[src/rtl/pipe_collision_scorer_if.sv]
// Bus between the pipe X generator / game top and the collision scorer.
// master drives the frame geometry and handshake inputs; slave is the scorer.
interface pipe_collision_scorer_if;
  logic       Start;
  logic       Ack;
  logic       tick;
  logic [2:0] pipe_idx;
  logic [2:0] coin_idx;
  logic [9:0] pipe_xl;
  logic [9:0] pipe_xr;
  logic [9:0] gap_top;
  logic [9:0] gap_bot;
  logic [9:0] coin_xl;
  logic [9:0] coin_xr;
  logic [9:0] coin_yt;
  logic [9:0] coin_yb;
  logic [9:0] bird_y;
  logic       Stop;
  logic       hit;
  logic       coin_hide;
  logic [9:0] score;
  logic [9:0] coins;
  logic [9:0] best;
  logic       Q_Idle;
  logic       Q_Run;
  logic       Q_Stop;

  modport master (
    output Start, Ack, tick, pipe_idx, coin_idx, pipe_xl, pipe_xr,
           gap_top, gap_bot, coin_xl, coin_xr, coin_yt, coin_yb, bird_y,
    input  Stop, hit, coin_hide, score, coins, best, Q_Idle, Q_Run, Q_Stop
  );

  modport slave (
    input  Start, Ack, tick, pipe_idx, coin_idx, pipe_xl, pipe_xr,
           gap_top, gap_bot, coin_xl, coin_xr, coin_yt, coin_yb, bird_y,
    output Stop, hit, coin_hide, score, coins, best, Q_Idle, Q_Run, Q_Stop
  );
endinterface

[src/rtl/pipe_collision_scorer.sv]
// Bird/pipe/floor collision detection, pipe and coin scoring, best-score
// tracking and the Stop/Ack game handshake.
module pipe_collision_scorer #(
  parameter int unsigned BIRD_X    = 200,
  parameter int unsigned BIRD_W    = 30,
  parameter int unsigned BIRD_H    = 24,
  parameter int unsigned FLOOR_Y   = 440,
  parameter int unsigned SCORE_MAX = 999
) (
  input  logic                     clk,
  input  logic                     reset_n,
  pipe_collision_scorer_if.slave   bus
);

  typedef enum logic [1:0] {S_IDLE, S_RUN, S_STOP} state_e;

  localparam logic [10:0] BIRD_XL = 11'(BIRD_X);
  localparam logic [10:0] BIRD_XR = 11'(BIRD_X + BIRD_W);
  localparam logic [10:0] BIRD_HH = 11'(BIRD_H);
  localparam logic [10:0] FLOOR   = 11'(FLOOR_Y);
  localparam logic [9:0]  SMAX    = 10'(SCORE_MAX);

  state_e     state_q, state_d;
  logic [9:0] score_q, score_d;
  logic [9:0] coins_q, coins_d;
  logic [9:0] best_q, best_d;
  logic [2:0] prev_pipe_q, prev_pipe_d;
  logic [2:0] prev_coin_q, prev_coin_d;
  logic       coin_hide_q, coin_hide_d;
  logic       hit_q, hit_d;

  logic [10:0] bird_yt, bird_yb;
  logic        pipe_x_ov, pipe_hit, floor_hit, collision, coin_ov;

  // All geometry compared at 11 bits so bird_y + BIRD_H cannot wrap.
  always_comb begin
    bird_yt   = {1'b0, bus.bird_y};
    bird_yb   = bird_yt + BIRD_HH;
    pipe_x_ov = ({1'b0, bus.pipe_xl} < BIRD_XR) && ({1'b0, bus.pipe_xr} > BIRD_XL);
    pipe_hit  = pipe_x_ov &&
                ((bird_yt < {1'b0, bus.gap_top}) || (bird_yb > {1'b0, bus.gap_bot}));
    floor_hit = bird_yb >= FLOOR;
    collision = pipe_hit || floor_hit;
    coin_ov   = ({1'b0, bus.coin_xl} < BIRD_XR) && ({1'b0, bus.coin_xr} > BIRD_XL) &&
                ({1'b0, bus.coin_yt} < bird_yb) && ({1'b0, bus.coin_yb} > bird_yt);
  end

  always_comb begin
    state_d     = state_q;
    score_d     = score_q;
    coins_d     = coins_q;
    best_d      = best_q;
    prev_pipe_d = prev_pipe_q;
    prev_coin_d = prev_coin_q;
    coin_hide_d = coin_hide_q;
    hit_d       = 1'b0;
    unique case (state_q)
      S_IDLE: begin
        if (bus.Start) begin
          state_d     = S_RUN;
          score_d     = '0;
          coins_d     = '0;
          prev_pipe_d = bus.pipe_idx;
          prev_coin_d = bus.coin_idx;
          coin_hide_d = 1'b0;
        end
      end
      S_RUN: begin
        if (bus.tick) begin
          if (collision) begin
            state_d = S_STOP;
            hit_d   = 1'b1;
            best_d  = (score_q > best_q) ? score_q : best_q;
          end else begin
            if (bus.pipe_idx != prev_pipe_q) begin
              prev_pipe_d = bus.pipe_idx;
              if (score_q < SMAX) score_d = score_q + 10'd1;
            end
            // A fresh coin index only re-arms collection; taking waits a tick.
            if (bus.coin_idx != prev_coin_q) begin
              prev_coin_d = bus.coin_idx;
              coin_hide_d = 1'b0;
            end else if (!coin_hide_q && coin_ov) begin
              coin_hide_d = 1'b1;
              if (coins_q < SMAX) coins_d = coins_q + 10'd1;
            end
          end
        end
      end
      S_STOP: begin
        if (bus.Ack) state_d = S_IDLE;
      end
      default: state_d = S_IDLE;
    endcase
  end

  always_ff @(posedge clk) begin
    if (!reset_n) begin
      state_q     <= S_IDLE;
      score_q     <= '0;
      coins_q     <= '0;
      best_q      <= '0;
      prev_pipe_q <= '0;
      prev_coin_q <= '0;
      coin_hide_q <= 1'b0;
      hit_q       <= 1'b0;
    end else begin
      state_q     <= state_d;
      score_q     <= score_d;
      coins_q     <= coins_d;
      best_q      <= best_d;
      prev_pipe_q <= prev_pipe_d;
      prev_coin_q <= prev_coin_d;
      coin_hide_q <= coin_hide_d;
      hit_q       <= hit_d;
    end
  end

  assign bus.Stop      = (state_q == S_STOP);
  assign bus.hit       = hit_q;
  assign bus.coin_hide = coin_hide_q;
  assign bus.score     = score_q;
  assign bus.coins     = coins_q;
  assign bus.best      = best_q;
  assign bus.Q_Idle    = (state_q == S_IDLE);
  assign bus.Q_Run     = (state_q == S_RUN);
  assign bus.Q_Stop    = (state_q == S_STOP);

endmodule

[src/flat_wrapper.sv]
// flat-port wrapper written by rule: the top's interface ports become plain ports
module pipe_collision_scorer_flat 
#(
  parameter int unsigned BIRD_X    = 200,
  parameter int unsigned BIRD_W    = 30,
  parameter int unsigned BIRD_H    = 24,
  parameter int unsigned FLOOR_Y   = 440,
  parameter int unsigned SCORE_MAX = 999
)
  (clk, reset_n, bus_Start, bus_Ack, bus_tick, bus_pipe_idx, bus_coin_idx, bus_pipe_xl, bus_pipe_xr, bus_gap_top, bus_gap_bot, bus_coin_xl, bus_coin_xr, bus_coin_yt, bus_coin_yb, bus_bird_y, bus_Stop, bus_hit, bus_coin_hide, bus_score, bus_coins, bus_best, bus_Q_Idle, bus_Q_Run, bus_Q_Stop);
  pipe_collision_scorer_if bus_i ();
  input  logic clk;
  input  logic reset_n;
  input wire logic [$bits(bus_i.Start)-1:0] bus_Start;
  input wire logic [$bits(bus_i.Ack)-1:0] bus_Ack;
  input wire logic [$bits(bus_i.tick)-1:0] bus_tick;
  input wire logic [$bits(bus_i.pipe_idx)-1:0] bus_pipe_idx;
  input wire logic [$bits(bus_i.coin_idx)-1:0] bus_coin_idx;
  input wire logic [$bits(bus_i.pipe_xl)-1:0] bus_pipe_xl;
  input wire logic [$bits(bus_i.pipe_xr)-1:0] bus_pipe_xr;
  input wire logic [$bits(bus_i.gap_top)-1:0] bus_gap_top;
  input wire logic [$bits(bus_i.gap_bot)-1:0] bus_gap_bot;
  input wire logic [$bits(bus_i.coin_xl)-1:0] bus_coin_xl;
  input wire logic [$bits(bus_i.coin_xr)-1:0] bus_coin_xr;
  input wire logic [$bits(bus_i.coin_yt)-1:0] bus_coin_yt;
  input wire logic [$bits(bus_i.coin_yb)-1:0] bus_coin_yb;
  input wire logic [$bits(bus_i.bird_y)-1:0] bus_bird_y;
  output wire logic [$bits(bus_i.Stop)-1:0] bus_Stop;
  output wire logic [$bits(bus_i.hit)-1:0] bus_hit;
  output wire logic [$bits(bus_i.coin_hide)-1:0] bus_coin_hide;
  output wire logic [$bits(bus_i.score)-1:0] bus_score;
  output wire logic [$bits(bus_i.coins)-1:0] bus_coins;
  output wire logic [$bits(bus_i.best)-1:0] bus_best;
  output wire logic [$bits(bus_i.Q_Idle)-1:0] bus_Q_Idle;
  output wire logic [$bits(bus_i.Q_Run)-1:0] bus_Q_Run;
  output wire logic [$bits(bus_i.Q_Stop)-1:0] bus_Q_Stop;
  assign bus_i.Start = bus_Start;
  assign bus_i.Ack = bus_Ack;
  assign bus_i.tick = bus_tick;
  assign bus_i.pipe_idx = bus_pipe_idx;
  assign bus_i.coin_idx = bus_coin_idx;
  assign bus_i.pipe_xl = bus_pipe_xl;
  assign bus_i.pipe_xr = bus_pipe_xr;
  assign bus_i.gap_top = bus_gap_top;
  assign bus_i.gap_bot = bus_gap_bot;
  assign bus_i.coin_xl = bus_coin_xl;
  assign bus_i.coin_xr = bus_coin_xr;
  assign bus_i.coin_yt = bus_coin_yt;
  assign bus_i.coin_yb = bus_coin_yb;
  assign bus_i.bird_y = bus_bird_y;
  assign bus_Stop = bus_i.Stop;
  assign bus_hit = bus_i.hit;
  assign bus_coin_hide = bus_i.coin_hide;
  assign bus_score = bus_i.score;
  assign bus_coins = bus_i.coins;
  assign bus_best = bus_i.best;
  assign bus_Q_Idle = bus_i.Q_Idle;
  assign bus_Q_Run = bus_i.Q_Run;
  assign bus_Q_Stop = bus_i.Q_Stop;
  pipe_collision_scorer #(.BIRD_X(BIRD_X), .BIRD_W(BIRD_W), .BIRD_H(BIRD_H), .FLOOR_Y(FLOOR_Y), .SCORE_MAX(SCORE_MAX)) u_core (.clk(clk), .reset_n(reset_n), .bus(bus_i));
endmodule
[config.mk]
export PLATFORM = sky130hd
export DESIGN_NAME = pipe_collision_scorer_flat
export DESIGN_NICKNAME = d
export VERILOG_FILES = /design/src/rtl/pipe_collision_scorer_if.sv /design/src/rtl/pipe_collision_scorer.sv /design/src/flat_wrapper.sv
export SDC_FILE = /design/constraint.sdc
export NUM_CORES = 1
export LEC_CHECK = 0
export ABC_AREA = 1
export CAP_MARGIN = 10
export CORE_MARGIN = 2
export CORE_UTILIZATION = 46
export DETAILED_ROUTE_END_ITERATION = 12
export PLACE_DENSITY_LB_ADDON = 0.25
export SLEW_MARGIN = 20
export SYNTH_ARGS = -nofsm -noshare
export SYNTH_HDL_FRONTEND = slang
export SYNTH_SLANG_ARGS = --single-unit
export TNS_END_PERCENT = 100
[constraint.sdc]
create_clock -name clk -period 3.85 [get_ports clk]
set_input_delay 0.5775 -clock clk [delete_from_list [all_inputs] [get_ports clk]]
set_output_delay 0.5775 -clock clk [all_outputs]
set_load 0.005 [all_outputs]
==> results of run 1 <==
metrics by stage:
step	area (sq um)	cells	hold slack [ps]	power, mW
floorplan	3760	614	451	0.910
global placement	5290	850	456	1.20
detailed placement	5290	850	455	1.22
CTS	5370	857	474	1.50
global route	5380	857	503	1.62
finish	5380	857	475	1.49
power by group:
part / switching (mW) / internal (mW) / leakage [nW] / total (mW)
logic: 0.348 / 0.351 / 2.33 / 0.699
clock network: 0.157 / 0.123 / 0.0400 / 0.280
registers: 0.0497 / 0.465 / 0.328 / 0.514
total: 0.555 / 0.938 / 2.70 / 1.49
final timing paths:
check / endpoint / slack (ps) / cells past startpoint
max: u_core.bus.coins[7] / 370 / 21
min: u_core.bus.coin_hide / 470 / 2
max reg2reg: u_core.bus.coins[7] / 1650 / 13
min reg2reg: u_core.bus.coin_hide / 470 / 2
synth_stat cells, types with 3 or more instances:
library cell and n:
a31oi_1 4, o211ai_1 3, nand4_1 23, nor3_1 13, buf_1 3, clkbuf_1 6
xnor2_1 5, o21ai_0 26, a21oi_1 30, dfxtp_1 40, or2_2 3, a211oi_1 3
ha_1 49, inv_1 121, nand2_1 131, nor2_1 92, nand3_1 33
what timing repair did:
item / 4_1_cts / 5_1_grt
resized for setup: 0 / 2
hold buffers: 0 / 0
setup endpoints to repair: 0 / 1
logic make-up after synthesis:
family                   synth area share
AO/OA/AOI/OAI                       0.121
XOR/XNOR                           0.0163
buffers and inverters               0.140
flip-flops                          0.213
adder cells (fa/ha/maj)             0.163
AND/OR/NAND/NOR                     0.346
tightest hold or removal path, stage by stage (launching register included):
cell and delay [ps]:
dfxtp_1 330, inv_1 50, a21oi_1 50
flip-flops by register name, indices dropped and copies added, names as in the netlist:
| register | cells |
|---|---|
| u_core.bus.best | 10 |
| u_core.bus.coin_hide | 1 |
| u_core.bus.coins | 10 |
| u_core.bus.hit | 1 |
| u_core.bus.score | 10 |
| u_core.prev_coin_q | 3 |
| u_core.prev_pipe_q | 3 |
| u_core.state_q | 2 |
cell type report:
type / instances / share of cell area
well taps: 102 / 0.0237
flip-flops and latches: 40 / 0.149
clock inverters: 2 / 0.00233
clock buffers: 5 / 0.0128
repair buffers: 148 / 0.274
multi-input cells: 438 / 0.453
inverters: 122 / 0.0852
routing by layer:
layer  track usage  up-vias
met3        0.0535       13
met2         0.474      143
met5             0        -
li1              -     2254
met1         0.276     1965
met4        0.0604        0
==> metrics, run 1 <==
status=completed; fin. max-slew vios=0; initial drt markers=approximately 200; Chip Width=94.4 microns; Core Util, Final=0.689; CTS tree=done; Max Fclk=around 0.29 GHz; most common cell after layout, fill and taps aside=clkdlybuf4s50_1; first-pass GRT wire length=17,900 microns; Final setup viols=0; predominant post-synthesis flop cell=dfxtp_1; total gr overflow=0; vias in the first global route=between 4k and 5k; Mapped Nets=764; Peak VDD IR=0.133 mV; Buf/Inv on CP=5; uppermost layer routed=met4; Rows=32; ANT nets after route=0; DRC viols=0; Async SR Flop Fraction=0; H-tree depth=2; delay-heaviest family, CP=simple AND/OR/NAND/NOR gates; Final #Nets=~910; DRT Pass-1 Iters=5; startpoint types=primary input; RR Startpoint=u_core.state_q[1]; initial core utilization=0.482; Critical Path Most Common Cell=nand2_1; die area=~8900 sq um; CP Data Arrival Time=3680 ps; flops & latches, synth=40; Critical Path Fanout Max=5; fin crit period=roughly 3500 ps; CTS Buf Count=5; Synth Cell Area=3760 sq um; P_leak=2.70 nW; half-perimeter wire length after placement=9230 microns; fill cell count=697; pre-CTS setup slack=~33 ps; Core ar.=7810 sq um; hold crit path type=reg2reg; endpoint class of the critical path=register; HP Start=u_core.bus.coin_hide; number of vias in the routed layout=4,375; EDFF count, synth=0; CTS root buf=clkbuf_8; RSZ-0062 raised after global routing=false; initial antenna violation count=0; WP data required=just over 4000 ps; Worst Setup SP=bus_bird_y[3]; register area=801 sq um; Avg Synthesized Cell Area=6.13 sq um; met2 wire length=5530 microns; post-synth top area share=0.213; setup_tns=0 ps; Yosys warnings=0; Tcrit/Tclk final=0.905; max_cap viols=0; Routed met1 length=4420 microns; Placer Congestion=0.849; Total GRT Usage=0.247; Clock Sinks=40; Vias/cell=about 5; Wirelength per Cell=12.6 microns; Critical Path Max Stage Delay=510 ps; Reg clk slew, reported paths=approximately 80 ps; clock buffer depth=2; routed wl met3=748 microns; largest area contributor in the netlist=dfxtp_1; pin count of the biggest net entering global routing=24; I/O pin cnt=137; Worst Skew=4.42 ps; area of the multi-input gates=2440 sq um; slowest stage cell, crit path=clkdlybuf4s50_1; drt total wl=10,800 microns; max_slew headroom=0.526; IO Port Bufs=around 130; Post-CTS Setup Bufs=0; Layout area overhead=42.9%; pwr dens=278 nW/um^2; clk_lat worst skew=300 ps; most frequent cells in the layout=clkdlybuf4s50_1 (134), nand2_1 (131), inv_1 (120); endpoints failing hold=0; final setup margin=365 ps; ranking of synthesized cells by area=dfxtp_1 (21%), ha_1 (16%), nand2_1 (13%); Cell variety after synth=37; ANT cells=0; share of post-route cells with drive strength above 1=0.0424; Die Y=94.4 microns; Seq/Total Area, Yosys=0.213; Mapped Cells=a little over 600; Least-Margin Pin Slew=between 700 and 800 ps; cell-by-cell trace of the critical path=clkdlybuf4s50_1, inv_1, ha_1, nor3_1, inv_1, nand2_1, inv_1, ha_1, a21boi_0, nand2_1, nor2_1, nand4_1, nand2_1, nand2_1, nand2_1, nand2_2, nand2_4, nand2_1, buf_4, o21ai_0, nor2_1; Crit Path Class=in2reg
Power figures use the tool's default switching activity.
==> run 2, diff against run 1 <==
Settings changed: CTS_CLUSTER_SIZE set to 20.
==> results of run 2 <==
Final layout, timing and power as in run 1 (identical DEF).
==> run 3, diff against run 2 <==
Settings changed: CORE_ASPECT_RATIO set to 1.1, GPL_TIMING_DRIVEN set to 0.
==> run 3 against run 2 <==
  * Critical path depth up 1
  * Combinational power is 1% lower
  * Global-route usage down 0.91 points
  * First-iteration DRC count is 27% lower
  * Count of clock-buffer cells in the layout increased by 1
  * Hold slack got worse by 4.5 ps
  * Clock power increased by 7.1%
  * Die area barely moved
  * Wire length fell by 1.3%
  * Via count fell by 0.14%
  * Sequential cell count unchanged
  * Highest routed layer unchanged
==> metrics, run 3 (synthesized netlist as in run 1, its figures left out) <==
Vias/cell=5.06 (-0.83%); Chip Width=90.2 microns (-4.5%); total gr overflow=0 (unchanged); RSZ-0062 raised after global routing=false; Power Total=1.51 mW (+0.99%); Non-Filler Instances=863 (+0.70%); fill cell count=742 (+6.5%); half-perimeter wire length after placement=9000 microns (-2.4%); hold_ws=470 ps (-4.54 ps); IO Port Bufs=133 (-0.75%); max_slew headroom=0.543 (+0.0163); Placer Congestion=0.902 (+6.3%); Core Util, Final=0.675 (-0.0140); Critical Path Fanout Max=10 (+5); ANT cells=0 (unchanged); max_cap viols=0 (unchanged); Wirelength per Cell=12.4 microns (-2.0%); initial antenna violation count=0 (unchanged); R2R depth=9 (-4); initial core utilization=0.475 (-0.00640); Final #Nets=904 (-0.11%); drt total wl=10,700 microns (-1.3%); fin. max-slew vios=0 (unchanged); Total GRT Usage=0.238 (-0.00913); placed instance area=5230 sq um (-1.2%); Final setup viols=0 (unchanged); pwr dens=282 nW/um^2 (+1.7%); fin crit period=3560 ps (+76.3 ps); Least-Margin Pin Slew=669 ps (-41.0 ps); hold crit path type=reg2reg; uppermost layer routed=met4; vias in the first global route=4,333 (+1.8%); Die Y=98.8 microns (+4.7%); ANT nets after route=0 (unchanged); final instance area=5340 sq um (-0.72%); clk_lat worst skew=300 ps (about the same); DRT Pass-1 Iters=5 (unchanged); Clock power frac=0.199 (+0.011); Routed met1 length=4180 microns (-5.3%); most common cell after layout, fill and taps aside=clkdlybuf4s50_1; Crit Path Class=in2reg; die area=8920 sq um (about the same); Worst Skew=11.6 ps (+7.22 ps); sequential share of power=0.343 (about the same); setup_tns=0 ps (unchanged); Tcrit/Tclk final=0.925 (+0.0198); net switching power=561 uW (+1.2%); endpoint class of the critical path=register; H-tree depth=2 (unchanged); Core ar.=7910 sq um (+1.3%); met2 wire length=5650 microns (+2.2%); number of vias in the routed layout=4,369 (-0.14%); Switching Share=0.372 (+0.000681); P_leak=2.66 nW (-1.5%); Pint=946 uW (+0.88%); startpoint types=primary input; Layout area overhead=41.9%; pin count of the biggest net entering global routing=14 (-42%); Min-Delay Path Depth=2 (unchanged); clock buffer depth=2 (unchanged); CTS Buf Count=5 (unchanged); status=completed; logic gate share of total power=0.458 (-0.010); DRC viols=0 (unchanged); Peak VDD IR=0.154 mV (+15%); WP data required=4080 ps (+40 ps); Rows=34 (+6.3%); initial drt markers=148 (-27%); CTS tree=done; CP Data Arrival Time=3790 ps (+110 ps); Max Fclk=0.281 GHz (-2.1%); CTS root buf=clkbuf_8; I/O pin cnt=137 (unchanged); share of post-route cells with drive strength above 1=0.0318 (-0.0106); most frequent cells in the layout=clkdlybuf4s50_1 (132), nand2_1 (131), inv_1 (121); Reg clk slew, reported paths=90 ps (about the same); Clock Sinks=40 (unchanged); pre-CTS setup slack=-219 ps (-251 ps); first-pass GRT wire length=17,900 microns (about the same); endpoints failing hold=0 (unchanged); final setup margin=289 ps (-76.3 ps); routed wl met3=693 microns (-7.4%); Placed Instances=855 (+0.59%)
## run 3: routing by layer
metal / GRT usage / up-vias
met2: 0.470 / 163
met5: 0 / -
met4: 0.0710 / 0
met3: 0.0420 / 16
li1: - / 2255
met1: 0.257 / 1935
## run 3: power by group through the flow
stage,combinational [mW],sequential [mW],clock (mW)
4_1_cts,0.686,0.517,0.307
3_3_place_gp,0.661,0.525,0
3_5_place_dp,0.682,0.527,0
5_1_grt,0.785,0.524,0.321
2_1_floorplan,0.393,0.517,0
6_report,0.690,0.517,0.300
## run 3: final timing paths
| kind | from | end | slack [ps] |
|---|---|---|---|
| worst max-delay path | bus_bird_y[4] | u_core.bus.score[4] | 290 |
| worst min-delay path | u_core.bus.coin_hide | u_core.bus.coin_hide | 470 |
| worst max register to register | u_core.state_q[0] | u_core.bus.score[4] | 1560 |
| worst min register to register | u_core.bus.coin_hide | u_core.bus.coin_hide | 470 |
## run 3: cell type report
| cell class | instances | area (sq um) | area share |
|---|---|---|---|
| multi-input combinational | 438 | 2440 | 0.458 |
| timing repair buffer | 133 | 1330 | 0.250 |
| sequential | 40 | 801 | 0.150 |
| inverter | 122 | 458 | 0.0858 |
| tap | 108 | 135 | 0.0253 |
| clock buffer | 6 | 82.6 | 0.0155 |
| buffer | 14 | 70.1 | 0.0131 |
| clock inverter | 2 | 15.0 | 0.00281 |
## run 3: what timing repair did
action | 4_1_cts | 5_1_grt
resized for setup | 0 | 5
setup endpoints to repair | 0 | 37
hold buffers | 0 | 0
setup buffers | 0 | 0
## run 3: critical path, stage by stage
cell and delay [ps]:
clkdlybuf4s50_1 530, inv_1 110, ha_1 230, nor3_1 190
inv_1 100, nand2_1 110, inv_1 60, ha_1 270
a21boi_0 210, nand2_1 100, nor2_2 160, nand4_1 110
nand2_1 80, nand2_1 70, nand2_1 110, nand2_2 110
nand2_2 110, buf_6 160, nand3_4 140, nand2_1 100
inv_1 50, nor2_1 100
